**src/rtl/note_player_if.sv**
```systemverilog
// Song note handshake between the song reader (master) and the note player (slave).
// A note transfers on any rising edge where new_note and player_ready are both high.
interface note_player_if;
  logic       new_note;
  logic [5:0] note;
  logic [5:0] duration;
  logic       player_ready;

  modport master (output new_note, note, duration, input player_ready);
  modport slave  (input new_note, note, duration, output player_ready);
endinterface

```
**src/rtl/note_player.sv**
```systemverilog
// Note player: one-deep pending slot feeding an IDLE/LOAD/PLAY sequencer that times
// each note in beats and presents the sounding note to the tone generator.
module note_player (
  input  logic              clk,
  input  logic              reset,
  input  logic              play,
  input  logic              beat,
  note_player_if.slave      song,
  output logic [5:0]        note_out,
  output logic              sounding,
  output logic              load_new_note,
  output logic              note_done,
  output logic              busy,
  output logic [1:0]        state_dbg
);

  typedef enum logic [1:0] {
    IDLE = 2'd0,
    LOAD = 2'd1,
    PLAY = 2'd2
  } state_t;

  state_t     state, state_n;
  logic       pend_valid;
  logic [5:0] pend_note;
  logic [5:0] pend_dur;
  logic [5:0] cur_note;
  logic [5:0] beats_left;
  logic       accept;
  logic       beat_tick;

  assign accept    = song.new_note & ~pend_valid;
  assign beat_tick = play & beat;

  always_ff @(posedge clk) begin
    if (reset) begin
      state         <= IDLE;
      pend_valid    <= 1'b0;
      pend_note     <= '0;
      pend_dur      <= '0;
      cur_note      <= '0;
      beats_left    <= '0;
      load_new_note <= 1'b0;
    end else begin
      state         <= state_n;
      load_new_note <= (state == LOAD) && (pend_dur != 6'd0);
      // The slot is never full and empty at once, so accept and LOAD cannot collide.
      if (accept) begin
        pend_valid <= 1'b1;
        pend_note  <= song.note;
        pend_dur   <= song.duration;
      end else if (state == LOAD) begin
        pend_valid <= 1'b0;
      end
      if (state == LOAD && pend_dur != 6'd0) begin
        cur_note   <= pend_note;
        beats_left <= pend_dur;
      end else if (state == PLAY && beat_tick && beats_left != 6'd0) begin
        beats_left <= beats_left - 6'd1;
      end
    end
  end

  always_comb begin
    state_n   = state;
    note_done = 1'b0;
    unique case (state)
      IDLE: if (pend_valid) state_n = LOAD;
      LOAD: begin
        if (pend_dur == 6'd0) begin
          note_done = 1'b1;
          state_n   = IDLE;
        end else begin
          state_n   = PLAY;
        end
      end
      PLAY: begin
        if (beat_tick && beats_left == 6'd1) begin
          note_done = 1'b1;
          state_n   = pend_valid ? LOAD : IDLE;
        end
      end
      default: state_n = IDLE;
    endcase
  end

  assign song.player_ready = ~pend_valid;
  assign note_out          = (state == PLAY) ? cur_note : 6'd0;
  assign sounding          = (state == PLAY) && play && (cur_note != 6'd0);
  assign busy              = (state != IDLE) || pend_valid;
  assign state_dbg         = state;

endmodule

```
**src/flat_wrapper.sv**
```systemverilog
// flat-port wrapper written by rule: the top's interface ports become plain ports
module note_player_flat 
  (clk, reset, play, beat, note_out, sounding, load_new_note, note_done, busy, state_dbg, song_new_note, song_note, song_duration, song_player_ready);
  note_player_if song_i ();
  input  logic clk;
  input  logic reset;
  input  logic play;
  input  logic beat;
  output logic [5:0] note_out;
  output logic sounding;
  output logic load_new_note;
  output logic note_done;
  output logic busy;
  output logic [1:0] state_dbg;
  input wire logic [$bits(song_i.new_note)-1:0] song_new_note;
  input wire logic [$bits(song_i.note)-1:0] song_note;
  input wire logic [$bits(song_i.duration)-1:0] song_duration;
  output wire logic [$bits(song_i.player_ready)-1:0] song_player_ready;
  assign song_i.new_note = song_new_note;
  assign song_i.note = song_note;
  assign song_i.duration = song_duration;
  assign song_player_ready = song_i.player_ready;
  note_player u_core (.clk(clk), .reset(reset), .play(play), .beat(beat), .song(song_i), .note_out(note_out), .sounding(sounding), .load_new_note(load_new_note), .note_done(note_done), .busy(busy), .state_dbg(state_dbg));
endmodule
```
**config.mk**
```make
export PLATFORM = sky130hd
export DESIGN_NAME = note_player_flat
export DESIGN_NICKNAME = d
export VERILOG_FILES = /design/src/rtl/note_player_if.sv /design/src/rtl/note_player.sv /design/src/flat_wrapper.sv
export SDC_FILE = /design/constraint.sdc
export NUM_CORES = 1
export LEC_CHECK = 0
export CAP_MARGIN = 20
export CORE_MARGIN = 2
export CORE_UTILIZATION = 40
export CTS_BUF_LIST = sky130_fd_sc_hd__clkbuf_8
export DETAILED_ROUTE_END_ITERATION = 7
export GPL_TIMING_DRIVEN = 0
export HOLD_SLACK_MARGIN = 0.06
export PLACE_DENSITY = 0.66
export RECOVER_POWER = 100
export SYNTH_ARGS = -nofsm -noshare
export SYNTH_HDL_FRONTEND = slang
export SYNTH_SLANG_ARGS = --single-unit
```
**constraint.sdc**
```tcl
create_clock -name clk -period 4.2 [get_ports clk]
set_input_delay 0.42 -clock clk [delete_from_list [all_inputs] [get_ports clk]]
set_output_delay 0.42 -clock clk [all_outputs]
set_load 0.02 [all_outputs]
```
=== Word level (Yosys, flattened, before mapping) ===
Index checks and enable logic that the tools add are counted.

* Register bits: 28
* Bits in latches: 0
* Bits in writable memories: 0
* Bits in read-only memories: 0
* Input bits: 17
* Output and inout port bits: 13
* Logic and storage cells: 45
* Memories: 0

* $add $sub $neg: 1
* $mul: 0
* Divide/modulo/power cells: 0
* Magnitude comparators: 0
* Equal/unequal tests: 5
* Shift operators: 0
* Muxes and demuxes: 13
* Bitwise gates (word level): 3
* Reduce and logical (&&, ||, !) cells: 16

{| class="wikitable"
|+ Operators by type and width
! kind !! count
|-
| 6-bit 2-to-1 mux || 3
|-
| 6-bit nonzero test || 3
|-
| 6-bit by 1-bit == test with 1-bit output (second input constant) || 1
|-
| 1-bit logical AND || 6
|-
| 6-bit zero test || 1
|-
| 2-bit 2-to-1 mux || 3
|-
| 2-bit case mux with 3 select lines || 1
|-
| 2-bit nonzero test || 3
|-
| 6-bit by 1-bit subtractor with 6-bit output (second input constant) || 1
|-
| 1-bit 2-to-1 mux || 5
|-
| 1-bit bitwise AND || 2
|-
| 2-bit by 1-bit == test with 1-bit output (second input constant) || 1
|-
| 2-bit == test (second input constant) || 1
|-
| 2-bit zero test || 1
|-
| 2-bit by 1-bit inequality test with 1-bit output (second input constant) || 1
|-
| 2-bit inequality test (second input constant) || 1
|-
| 1-bit case mux with 2 select lines || 1
|-
| 2-bit AND reduction || 1
|-
| 1-bit logical OR || 1
|-
| 1-bit inverter || 1
|}

=== Depth between registers and ports, before layout ===
* Depth in word-level cells: 5
* Depth in mapped cells: 8
* Mapped depth without buffers: 6

=== Worst setup path before layout ===
No wires, ideal clock.

* Kind: register to output
* Start point: register u_core.state[1], in the netlist u_core.state_dbg[1]
* End point: output note_done
* Arrival time: 1517 ps
* Required time: 3780 ps
* Path slack: 2263 ps
* Cell stages (with the launch flop): 5
* Path buffers: 1
* Cell sequence: dfxtp_1 -> ha_1 -> clkbuf_1 -> nand3_1 -> a21boi_0

* Longest elaborated chain between the ends: 2
* Elaborated cells on any way between the ends: 3
* Those cells by class: eq/ne (2); mux (1)

{| class="wikitable"
|+ RTL lines
! what !! line !! text
|-
| start: declaration || note_player.sv:23 || <nowiki>state_t state, state_n;</nowiki>
|-
| start signal: assignment || note_player.sv:45 || <nowiki>state <= state_n;</nowiki>
|-
| 2-bit == test or 2-bit by 1-bit == test with 1-bit output (tied branches) || note_player.sv:67 || <nowiki>unique case (state)</nowiki>
|-
| 1-bit case mux with 2 select lines (*) || note_player.sv:67 ||
|-
| end: declaration || flat_wrapper.sv:12 || <nowiki>output logic note_done;</nowiki>
|}

Mark *: on every way between the ends. The rest lies on a longest branch, timed or not.

=== Worst setup path after layout ===
* Start point: register u_core.state[0], in the netlist u_core.state_dbg[0]
* End point: output note_done

The elaborated chain is that of the path after synthesis.

==> flow_summary.toml <==
[power_and_ir_drop]
p_int_uw = 527
vdd_drop_max_mv = 0.227
swShare = 0.318
pwr-share-clk = 0.275
power_density_nw_per_um2 = 442
pwr-share-comb = 0.305
total_power_uw = 773
power.switching_uw = 246
p_leak_uw = 0.000741
seq_power_share = 0.420

[clock_tree]
root_buffer = "clkbuf_8"
holdBufCountCts = 0
h-tree-depth = 1
clock-sinks = 28
clock_path_buffers = 2
cts.clk_slew.worst_paths_ns = 0.10
postCtsSetupRepairBufs = 0
cts_buffers = 3
clk_latency_ns = 0.28
cts_tree = "done"
cts_resized = 0

[worst_setup_path]
cp_max_fo = 10
rr_worst_depth = 8
crit_type = "reg -> out"
r2r_start = "u_core.state_dbg[1]$_SDFFE_PP0P_"
cp-end-kind = "output port"
r2r-end = "u_core.cur_note[2]$_SDFFE_PP0P_"
cp.required_ns = 3.78
worstPathArrival_ns = 2.25
ff2ff_setup_slack_ns = 2.06
crit_path_start_kind = "flip-flop"

[sta]
setup_tns_ns = 0
layout_worst_path_cycle_share = 0.636
finalSetupViolations = 0
fmax_ghz = 0.374
min_period_ns = 2.67
slew_headroom = 0.632
maxSlewViolCount = 0
skew_ns = 0.00501
grt_setup_unrepaired = "false"
worstMarginPinSlew_ns = 0.552
hold_viol = 0

[die]
die_y_um = 61.8
io_pins = 30
dieArea_um2 = 3820
core_area_um2 = 3100
die_w_um = 61.8
start_util = 0.430
core.rowCount = 20

[routing]
vias_per_cell = 5.08
drc = 0
vias = 1215
drt_iter0_markers = 56
wirelength_um = 3080
wl_per_cell_um = 12.9
postRouteAntennaNets = 0
dr.pass1.iters = 4

[placed_design]
dpl.hpwl_um = 2310
portBuffers = 29
place.gp.congestion = 0.748

[final_layout]
nets = 219
syn2layout_area_growth_pct = 31.0
layout-drive-gt1-share = 0.0410
n_antenna_cell = 0
final_util = 0.564

[synth]
syn_area_per_cell_um2 = 8.24
synth_seq_cells = 28
synth_area_um2 = 1340
synth_nets = 185
ys_warn_count = 0
yosysSeqAreaShare = 0.420
synth_cell_type_count = 35
syn_inst = 162

[grt]
grt_pass1_wl_um = 4980
grt_max_degree = 17
grt_pass1_vias = 1167
grt_use_total = 0.176
gr-total-overflow = 0
antenna_found_initial = 0

[run_status]
status = "finished, final reports clean"

[hold_path]
hold_start = "u_core.pend_note[5]$_SDFFE_PP0P_"
hold_path_end = "u_core.pend_note[5]$_SDFFE_PP0P_"
hp-class = "reg -> reg"
holdPathStages = 2

[run]
maxCapViolations = 0
sequential cells by signal, summed over array words and instances, names as in the netlist:
signal                count
u_core.beats_left         6
u_core.pend_dur           6
u_core.cur_note           6
u_core.pend_note          6
u_core.load_new_note      1
u_core.state_dbg          2
u_core.pend_valid         1
metrics by stage:
stage / hold slack [ns] / cell area [um2] / worst slack, ns / std cells
2_1_floorplan: 0.436 / 1340 / 2.26 / 162
3_3_place_gp: 0.447 / 1680 / 1.67 / 235
3_5_place_dp: 0.451 / 1680 / 1.66 / 235
4_1_cts: 0.465 / 1750 / 1.55 / 239
5_1_grt: 0.495 / 1750 / 1.33 / 239
6_report: 0.463 / 1750 / 1.53 / 239
cells by family after synthesis:
family	count (synthesis)	synth area share
XOR/XNOR	1	0.00656
flip-flops	28	0.420
adder cells (fa/ha/maj)	6	0.0562
AND/OR/NAND/NOR	71	0.247
multiplexers	9	0.0694
AO/OA/AOI/OAI	32	0.157
buffers and inverters	15	0.0441
power by group through the flow:
stage	sequential, uW	combinational, uW	clock, uW
after floorplan	332	157	0
after global placement	329	237	0
after detailed placement	331	243	0
after CTS	325	244	218
after global routing	330	259	228
final	324	236	213
cells in the mapped netlist:
cell / number / area [um2]
nand2_1: 30 / 113
dfxtp_1: 28 / 561
a21oi_1: 17 / 85.1
nor2_1: 16 / 60.1
inv_1: 7 / 26.3
mux2i_1: 7 / 70.1
and2_1: 6 / 37.5
clkbuf_1: 6 / 22.5
ha_1: 6 / 75.1
nor3_1: 4 / 20.0
a211oi_1: 3 / 22.5
nand3_1: 3 / 15.0
nor2b_1: 3 / 18.8
or4_1: 3 / 22.5
buf_2: 2 / 10.0
nand4_1: 2 / 12.5
a21boi_0: 1 / 7.51
a21boi_1: 1 / 7.51
a221o_1: 1 / 10.0
a31o_2: 1 / 8.76
a31oi_1: 1 / 6.26
and3_1: 1 / 6.26
mux2_1: 1 / 11.3
mux2_2: 1 / 11.3
nand2b_1: 1 / 6.26
nor4_2: 1 / 12.5
o211a_1: 1 / 10.0
o21ai_0: 1 / 5.00
o22ai_1: 1 / 6.26
o22ai_2: 1 / 12.5
o311a_1: 1 / 10.0
o31a_1: 1 / 8.76
o41ai_1: 1 / 8.76
or3_1: 1 / 6.26
xnor2_1: 1 / 8.76
worst max-delay path, stage by stage (launching register included):
cell           delay (ns)
dfxtp_1              0.35
inv_1                0.12
ha_1                 0.19
clkbuf_1             0.32
nand3_1              0.15
a21boi_0             0.17
dlygate4sd3_1        0.69
worst max-delay path by stage:
stage                                     start         to  cells past startpoint
2_1_floorplan  u_core.state_dbg[1]$_SDFFE_PP0P_  note_done                      4
3_3_place_gp                               play  note_done                      5
3_5_place_dp                               play  note_done                      5
4_1_cts        u_core.state_dbg[0]$_SDFFE_PP0P_  note_done                      6
5_1_grt        u_core.state_dbg[0]$_SDFFE_PP0P_  note_done                      6
6_report       u_core.state_dbg[0]$_SDFFE_PP0P_  note_done                      6
final cells by class:
class / count / area [um2]
sequential: 28 / 561
multi-input combinational: 119 / 716
clock inverter: 1 / 30.0
clock buffer: 3 / 41.3
fill: 312 / 1350
tap: 44 / 55.1
inverter: 7 / 26.3
timing repair buffer: 29 / 290
buffer: 8 / 30.0
layer usage:
metal | up-vias | wire length [um] | GRT usage | part of all wire
met2 | 23 | 1520 | 0.316 | 0.49
met3 | 4 | 136 | 0.0248 | 0.044
met5 | - | 0 | 0 | 0
met1 | 564 | 1400 | 0.214 | 0.45
li1 | 624 | - | - | -
met4 | 0 | 30 | 0.0638 | 0.0097
cells in the final DEF (no fill, tap or decap), types with 2 or more instances in the layout:
master and count:
nor3_1 4, nand2_1 30, dlygate4sd3_1 15, mux2i_1 7
dfxtp_1 28, and2_1 6, nor2_1 16, a21oi_1 17
inv_1 7, nand4_1 2, a211oi_1 3, nand3_1 3
clkbuf_8 3, nor2b_1 3, ha_1 6, or4_1 3
clkbuf_1 8, clkdlybuf4s50_1 14
Power figures use the tool's default switching activity.
